--- src/rtl/echo_distance.sv ---
// echo_distance: ultrasonic echo-width to range converter.
// Waits for trig_done, times the echo pulse in microseconds and converts it
// to centimetres. It reports the result with dist_valid, or pulses timeout
// when the measurement window expires.
// Optional macro ECHO_AVG4_EN: distance_cm reports the running mean of the
// last four valid samples instead of the latest sample.
//
// state     | meaning
// ----------+----------------------------------------------------------
// IDLE      | waiting for trig_done
// WAIT_RISE | waiting for a synchronized echo low-to-high transition
// MEASURE   | echo high; counting microseconds and centimetres
// DONE      | one cycle; result is loaded and strobed on exit
module echo_distance #(
    parameter int CLK_PER_US = 100,
    parameter int US_PER_CM  = 58,
    parameter int TIMEOUT_US = 38000
) (
    input  logic       clk,
    input  logic       rst_n,
    input  logic       echo,
    input  logic       trig_done,
    output logic [9:0] distance_cm,
    output logic       dist_valid,
    output logic       timeout,
    output logic       busy
);

    localparam int PW   = (CLK_PER_US > 1) ? $clog2(CLK_PER_US) : 1;
    localparam int SW   = (US_PER_CM > 1) ? $clog2(US_PER_CM) : 1;
    localparam int UW   = $clog2(TIMEOUT_US + 1);
    localparam logic [PW-1:0] PRESC_LAST = PW'(CLK_PER_US - 1);
    localparam logic [SW-1:0] SUB_LAST   = SW'(US_PER_CM - 1);
    localparam logic [UW-1:0] US_LAST    = UW'(TIMEOUT_US - 1);

    typedef enum logic [1:0] {
        IDLE      = 2'd0,
        WAIT_RISE = 2'd1,
        MEASURE   = 2'd2,
        DONE      = 2'd3
    } state_t;

    state_t        state, state_next;
    logic          echo_s1, echo_s2, echo_d;
    logic          echo_rise, echo_fall;
    logic [PW-1:0] presc;
    logic [UW-1:0] us_cnt;
    logic [SW-1:0] sub_cnt;
    logic [9:0]    cm_cnt;
    logic          tick;
    logic          clear_cnt;
    logic          load_dist;
    logic          abandon;

    assign echo_rise = echo_s2 & ~echo_d;
    assign echo_fall = ~echo_s2 & echo_d;
    assign tick      = (presc == PRESC_LAST);
    assign busy      = (state != IDLE);

    // Two-flop synchronizer plus a delayed copy for edge detection.
    always_ff @(posedge clk or negedge rst_n) begin
        if (!rst_n) begin
            echo_s1 <= 1'b0;
            echo_s2 <= 1'b0;
            echo_d  <= 1'b0;
        end else begin
            echo_s1 <= echo;
            echo_s2 <= echo_s1;
            echo_d  <= echo_s2;
        end
    end

    // State register.
    always_ff @(posedge clk or negedge rst_n) begin
        if (!rst_n) state <= IDLE;
        else        state <= state_next;
    end

    // Next-state decode; a falling edge beats the timeout in the same cycle.
    always_comb begin
        state_next = state;
        clear_cnt  = 1'b0;
        load_dist  = 1'b0;
        abandon    = 1'b0;
        case (state)
            IDLE: begin
                if (trig_done) begin
                    state_next = WAIT_RISE;
                    clear_cnt  = 1'b1;
                end
            end
            WAIT_RISE: begin
                if (echo_rise) begin
                    state_next = MEASURE;
                    clear_cnt  = 1'b1;
                end else if (tick && us_cnt == US_LAST) begin
                    state_next = IDLE;
                    abandon    = 1'b1;
                end
            end
            MEASURE: begin
                if (echo_fall) begin
                    state_next = DONE;
                end else if (tick && us_cnt == US_LAST) begin
                    state_next = IDLE;
                    abandon    = 1'b1;
                end
            end
            DONE: begin
                state_next = IDLE;
                load_dist  = 1'b1;
            end
            default: state_next = IDLE;
        endcase
    end

    // Microsecond prescaler and range counters; cm_cnt saturates at 1023.
    always_ff @(posedge clk or negedge rst_n) begin
        if (!rst_n) begin
            presc   <= '0;
            us_cnt  <= '0;
            sub_cnt <= '0;
            cm_cnt  <= '0;
        end else if (clear_cnt) begin
            presc   <= '0;
            us_cnt  <= '0;
            sub_cnt <= '0;
            cm_cnt  <= '0;
        end else if (state == WAIT_RISE || state == MEASURE) begin
            presc <= tick ? '0 : presc + 1'b1;
            if (tick) begin
                us_cnt <= us_cnt + 1'b1;
                if (state == MEASURE) begin
                    if (sub_cnt == SUB_LAST) begin
                        sub_cnt <= '0;
                        if (cm_cnt != 10'd1023) cm_cnt <= cm_cnt + 1'b1;
                    end else begin
                        sub_cnt <= sub_cnt + 1'b1;
                    end
                end
            end
        end
    end

    // Registered result strobes, asserted on the edge that leaves DONE.
    always_ff @(posedge clk or negedge rst_n) begin
        if (!rst_n) begin
            dist_valid <= 1'b0;
            timeout    <= 1'b0;
        end else begin
            dist_valid <= load_dist;
            timeout    <= abandon;
        end
    end

`ifdef ECHO_AVG4_EN
    // The incoming sample is the fourth history entry; only the three
    // older ones need storage.
    logic [9:0]  hist0, hist1, hist2;
    logic        hist_full;
    logic [11:0] avg_sum;

    assign avg_sum = {2'b00, cm_cnt} + {2'b00, hist0} + {2'b00, hist1} + {2'b00, hist2};

    // History update and averaged output; the first sample fills every slot.
    always_ff @(posedge clk or negedge rst_n) begin
        if (!rst_n) begin
            hist0       <= '0;
            hist1       <= '0;
            hist2       <= '0;
            hist_full   <= 1'b0;
            distance_cm <= '0;
        end else if (load_dist) begin
            hist_full <= 1'b1;
            hist0     <= cm_cnt;
            if (hist_full) begin
                hist1       <= hist0;
                hist2       <= hist1;
                distance_cm <= avg_sum[11:2];
            end else begin
                hist1       <= cm_cnt;
                hist2       <= cm_cnt;
                distance_cm <= cm_cnt;
            end
        end
    end
`else
    // Output register loads the latest range directly.
    always_ff @(posedge clk or negedge rst_n) begin
        if (!rst_n)         distance_cm <= '0;
        else if (load_dist) distance_cm <= cm_cnt;
    end
`endif

endmodule
--- config.mk ---
export PLATFORM = sky130hd
export DESIGN_NAME = echo_distance
export DESIGN_NICKNAME = d
export VERILOG_FILES = /design/src/rtl/echo_distance.sv
export SDC_FILE = /design/constraint.sdc
export NUM_CORES = 1
export LEC_CHECK = 0
export CAP_MARGIN = 0
export CORE_MARGIN = 3
export CORE_UTILIZATION = 40
export DETAILED_ROUTE_END_ITERATION = 8
export GPL_ROUTABILITY_DRIVEN = 1
export SYNTH_ARGS = -nofsm -noshare
export SYNTH_HDL_FRONTEND = slang
export SYNTH_SLANG_ARGS = --single-unit
--- constraint.sdc ---
create_clock -name clk -period 3.2 [get_ports clk]
set_input_delay 0.8 -clock clk [delete_from_list [all_inputs] [get_ports clk]]
set_output_delay 0.8 -clock clk [all_outputs]
set_load 0.05 [all_outputs]
Yosys cells after proc, flatten, opt, wreduce, memory -nomap -nowiden --
Cells that the tools add are included. Widths: inputs -> output; s select.
Storage, ports and cells: bits in registers 56, input port bits 4, output and inout bits 13, logic and storage cells 69
Operators by class: add/sub/neg operators 4, equality and inequality tests 8, multiplexer cells 30, bitwise operators 4, reductions and logical operators 12
Operator list (number):
- $mux 10 | 6
- $mux 16 | 3
- $mux 6 | 5
- $mux 7 | 3
- $add 16x1->16 const B | 1
- $eq 16x16->1 const B | 1
- $reduce_bool 2->1 | 6
- $add 10x1->10 const B | 1
- $ne 10x10->1 const B | 1
- $mux 2 | 4
- $pmux 2 s4 | 1
- $add 7x1->7 const B | 1
- $eq 7x7->1 const B | 1
- $add 6x1->6 const B | 1
- $eq 6x6->1 const B | 1
- $mux 1 | 6
- $reduce_and 5->1 | 1
- $eq 2x2->1 const B | 2
- $pmux 1 s2 | 2
- $reduce_and 3->1 | 1
- $and 1x1->1 | 2
- $eq 2x1->1 const B | 1
- $logic_not 2->1 | 1
- $ne 2x2->1 const B | 1
- other kinds (4) | 5

Longest topological paths before layout --
word-level depth 7, gate-level depth with buffers 10, mapped depth without buffers 7

Worst setup path before layout --
No wires, ideal clock.
path kind register -> register, start register state[0], end register cm_cnt[7], library setup time 120 ps, arrival time 2313 ps, setup slack 767 ps, stages on the path, launching flop included 11, buffers on the path 3, cells stage by stage dfrtp_1 clkbuf_1 inv_1 ha_1 buf_2 and3_1 clkbuf_1 nand4_1 a21boi_2 o22ai_1 a31o_2
On the way: longest elaborated chain between the ends 4, elaborated cells between the ends (all ways) 12
RTL lines:
- start, declared | line 43 | state_t state, state_next;
- start signal, assigned | line 76 | else state <= state_next;
- $eq 2x1->1, or another cell as far along | line 85, 129
- $pmux 1 s2 or $logic_or 1x1->1 (tied branches) | line 85, 129
- $reduce_bool 2->1 (no source line)
- $reduce_and 5->1 (no source line)
- end signal, assigned | line 136 | if (cm_cnt != 10'd1023) cm_cnt <= cm_cnt + 1'b1;
- end, declared | line 49 | logic [9:0] cm_cnt;
Parallel ways exist; a longest one is shown, timed or not. A chain may end at the register's enable or synchronous reset.

Final worst setup path --
start register state[0], end output port busy
On the way: longest elaborated chain between the ends 1
RTL lines:
- $reduce_bool 2->1 | line 58 | assign busy = (state != IDLE);
- end, declared | line 26 | output logic busy
No other way between the ends.

==> metrics.txt <==
Worst Tran Pin Value 0.512 ns; Crit path largest cell delay 0.79 ns; prevailing post-synth register cell dfrtp_1; most frequent CP cell inv_1; CP max-delay cell clkdlybuf4s50_1; Cell Pwr Density roughly 600 nW/um^2; worst setup path category flip-flop to output port; #FFs+latches synth 56; Multi-input gate area roughly 1500 um^2; Routed WL per cell approximately 14 um; Via density about 5.4; CTS tree done; die width roughly 90 um; die height 92.3 um; post-CTS setup buffers 0; period utilisation layout 89.5%; number of enable flip-flop cells after synthesis 0; row cnt 30; Finished Core Util 47.2%; Fmax roughly 0.35 GHz; hold buffers post-CTS 0; maximum clock path buffer count 2; post-DP HPWL roughly 4100 um; diode count 0; Port Buffer Count 16; Crit path arrival time between 2 and 2.5 ns; post_cts resized 0; Syn Area/Cell 10.1 um^2; Max Cap Viol 0; routed wl met3 207 um; Leak Pwr 1.41 nW; # fillers around 670; Area Growth Syn to Fin 11.2%; grt ovf 0; setup TNS 0 ns; CP startpoint kind flip-flop; Final ANT Viol Nets 0; Syn Inst Count around 300; synthesized area 2980 um^2; most frequent cells in the layout dfrtp_1 (56), nor2_1 (29), nand2_1 (27), o21ai_0 (17), clkdlybuf4s50_1 (15); Root Driver clkbuf_8; relative slew slack approximately 66%; critical path, cell by cell inv_1 > ha_1 > inv_1 > clkdlybuf4s50_1; M1 WL about 3000 um; Critical Path RT 2.40 ns; most common cell after layout, fill and taps aside dfrtp_1; vias in the first global route roughly 2100; Worst Clk Skew approximately 0.011 ns; die area around 8500 um^2; maximum vdd drop roughly 0.0002 V; final hold vios 0; Hold Path Class flip-flop to flip-flop; # DRC 0; number of I/O pins 17; Ys Warns 0; post-synthesis cell type count 52; CTS sink count 56; Post-Route WL approximately 5800 um; RSZ-0062 raised after global routing no; Starting Density between 40% and 50%; Inst Count DP 400; antenna violations before repair 0; worst hold slack about 0.37 ns; fin crit period 2.86 ns; Inserted Clock Buffers 5; fraction of layout cells with a size suffix above 1 about a tenth; met2 WL 2480 um; sequential share of the synthesized area a little under half; Iteration-0 DRC Markers ~130; H-tree depth reported by CTS 2; Max Transition Viols Final 0; first-pass GRT wire length between 10000 and 15000 um; setup violators final 0; maximum fanout along the worst path 10; nets 325; Core ar. 7020 um^2; drt pass-1 iters 4; syn_nets 310; Reg clk slew, reported paths 0.10 ns; top sig layer met4; pin count of the biggest net entering global routing 35; post-route insts no fill 408; CP Capture Type output port; sequential cell area roughly 1400 um^2; status completed; Worst-Skew Late Latency between 0.3 and 0.4 ns; GRT Util Overall around 15%; final RePlAce weighted congestion a little over 0.8; via count roughly 2200; async set-reset flop share out of synthesis 100%
==> routing by layer <==
layer | vias to the layer above | global-route usage (%)
met5 | - | 0
met3 | 6 | 2.84
met4 | 0 | 4.08
li1 | 1096 | -
met1 | 1077 | 21.8
met2 | 35 | 21.8
==> worst paths after layout <==
| kind | end | slack [ns] | cells after the start | start |
|---|---|---|---|---|
| worst max-delay path | busy | 0.34 | 4 | state[0] |
| worst min register to register | echo_s2 | 0.37 | 0 | echo_s1 |
| min in group asynchronous | us_cnt[14] | 0.45 | 1 | rst_n |
| max in group asynchronous | sub_cnt[4] | 1.94 | 2 | rst_n |
| worst max register to register | cm_cnt[7] | 0.58 | 7 | state[1] |
| worst min-delay path | echo_s2 | 0.37 | 0 | echo_s1 |
==> critical path: cells and delay by family, from the launching register on <==
family	cells	cell delay (ns)
buf+inv	3	0.97
flops	1	0.54
fa+ha+maj	1	0.24
==> registers in the layout (all words and copies together) (netlist names) <==
register and flops:
presc 7, timeout 1, state 2, us_cnt 16
echo_s1 1, echo_s2 1, cm_cnt 10, distance_cm 10
dist_valid 1, sub_cnt 6, echo_d 1
==> cells by family after synthesis <==
family	share of synthesized area [%]
AOI/OAI and AO/OA	12.1
xor gates and xnor gates	4.99
adders and majority gates	4.20
buffers and inverters	2.90
DFF	47.0
muxes	4.45
and+or+nand+nor	24.3
==> through the flow <==
stage	worst slack (ns)	instance area, um^2	power, mW
finish	0.337	3310	2.00
global route	0.212	3310	2.16
CTS	0.321	3310	2.03
detailed placement	0.601	3230	1.63
global placement	0.648	3230	1.63
floorplan	0.767	2980	1.45
==> power breakdown <==
group,switching (mW),leakage [nW],internal (mW)
Clock,0.227,0.0479,0.153
Combinational,0.453,0.613,0.262
Sequential,0.115,0.752,0.792
Total,0.795,1.41,1.21
==> final cells by class <==
| type | count | area share (%) |
|---|---|---|
| clock inverter | 3 | 0.566 |
| multi-input combinational | 220 | 45.1 |
| tap | 96 | 3.62 |
| timing repair buffer | 19 | 5.36 |
| clock buffer | 5 | 2.08 |
| sequential | 56 | 42.3 |
| inverter | 9 | 1.02 |
==> cells in the mapped netlist (2+ instances only) <==
| cell type | n | area [um^2] |
|---|---|---|
| a21o_1 | 2 | 15.0 |
| a21oi_1 | 14 | 70.1 |
| a22o_1 | 2 | 17.5 |
| a31oi_1 | 4 | 25.0 |
| and3_1 | 4 | 25.0 |
| and4_1 | 5 | 43.8 |
| buf_2 | 3 | 15.0 |
| clkbuf_1 | 6 | 22.5 |
| dfrtp_1 | 56 | 1400 |
| ha_1 | 10 | 125 |
| inv_1 | 9 | 33.8 |
| mux2_2 | 10 | 113 |
| mux2i_1 | 2 | 20.0 |
| nand2_1 | 27 | 101 |
| nand2b_1 | 2 | 12.5 |
| nand3_1 | 12 | 60.1 |
| nand4_1 | 11 | 68.8 |
| nor2_1 | 29 | 109 |
| nor2b_1 | 4 | 25.0 |
| nor3_1 | 9 | 45.0 |
| nor4_1 | 3 | 18.8 |
| nor4_4 | 3 | 63.8 |
| nor4b_1 | 4 | 35.0 |
| o211ai_1 | 2 | 15.0 |
| o21a_1 | 2 | 15.0 |
| o21ai_0 | 17 | 85.1 |
| o31ai_1 | 2 | 15.0 |
| or3_1 | 3 | 18.8 |
| xnor2_1 | 13 | 114 |
| xor2_1 | 4 | 35.0 |
(Power assumes the default switching activity.)
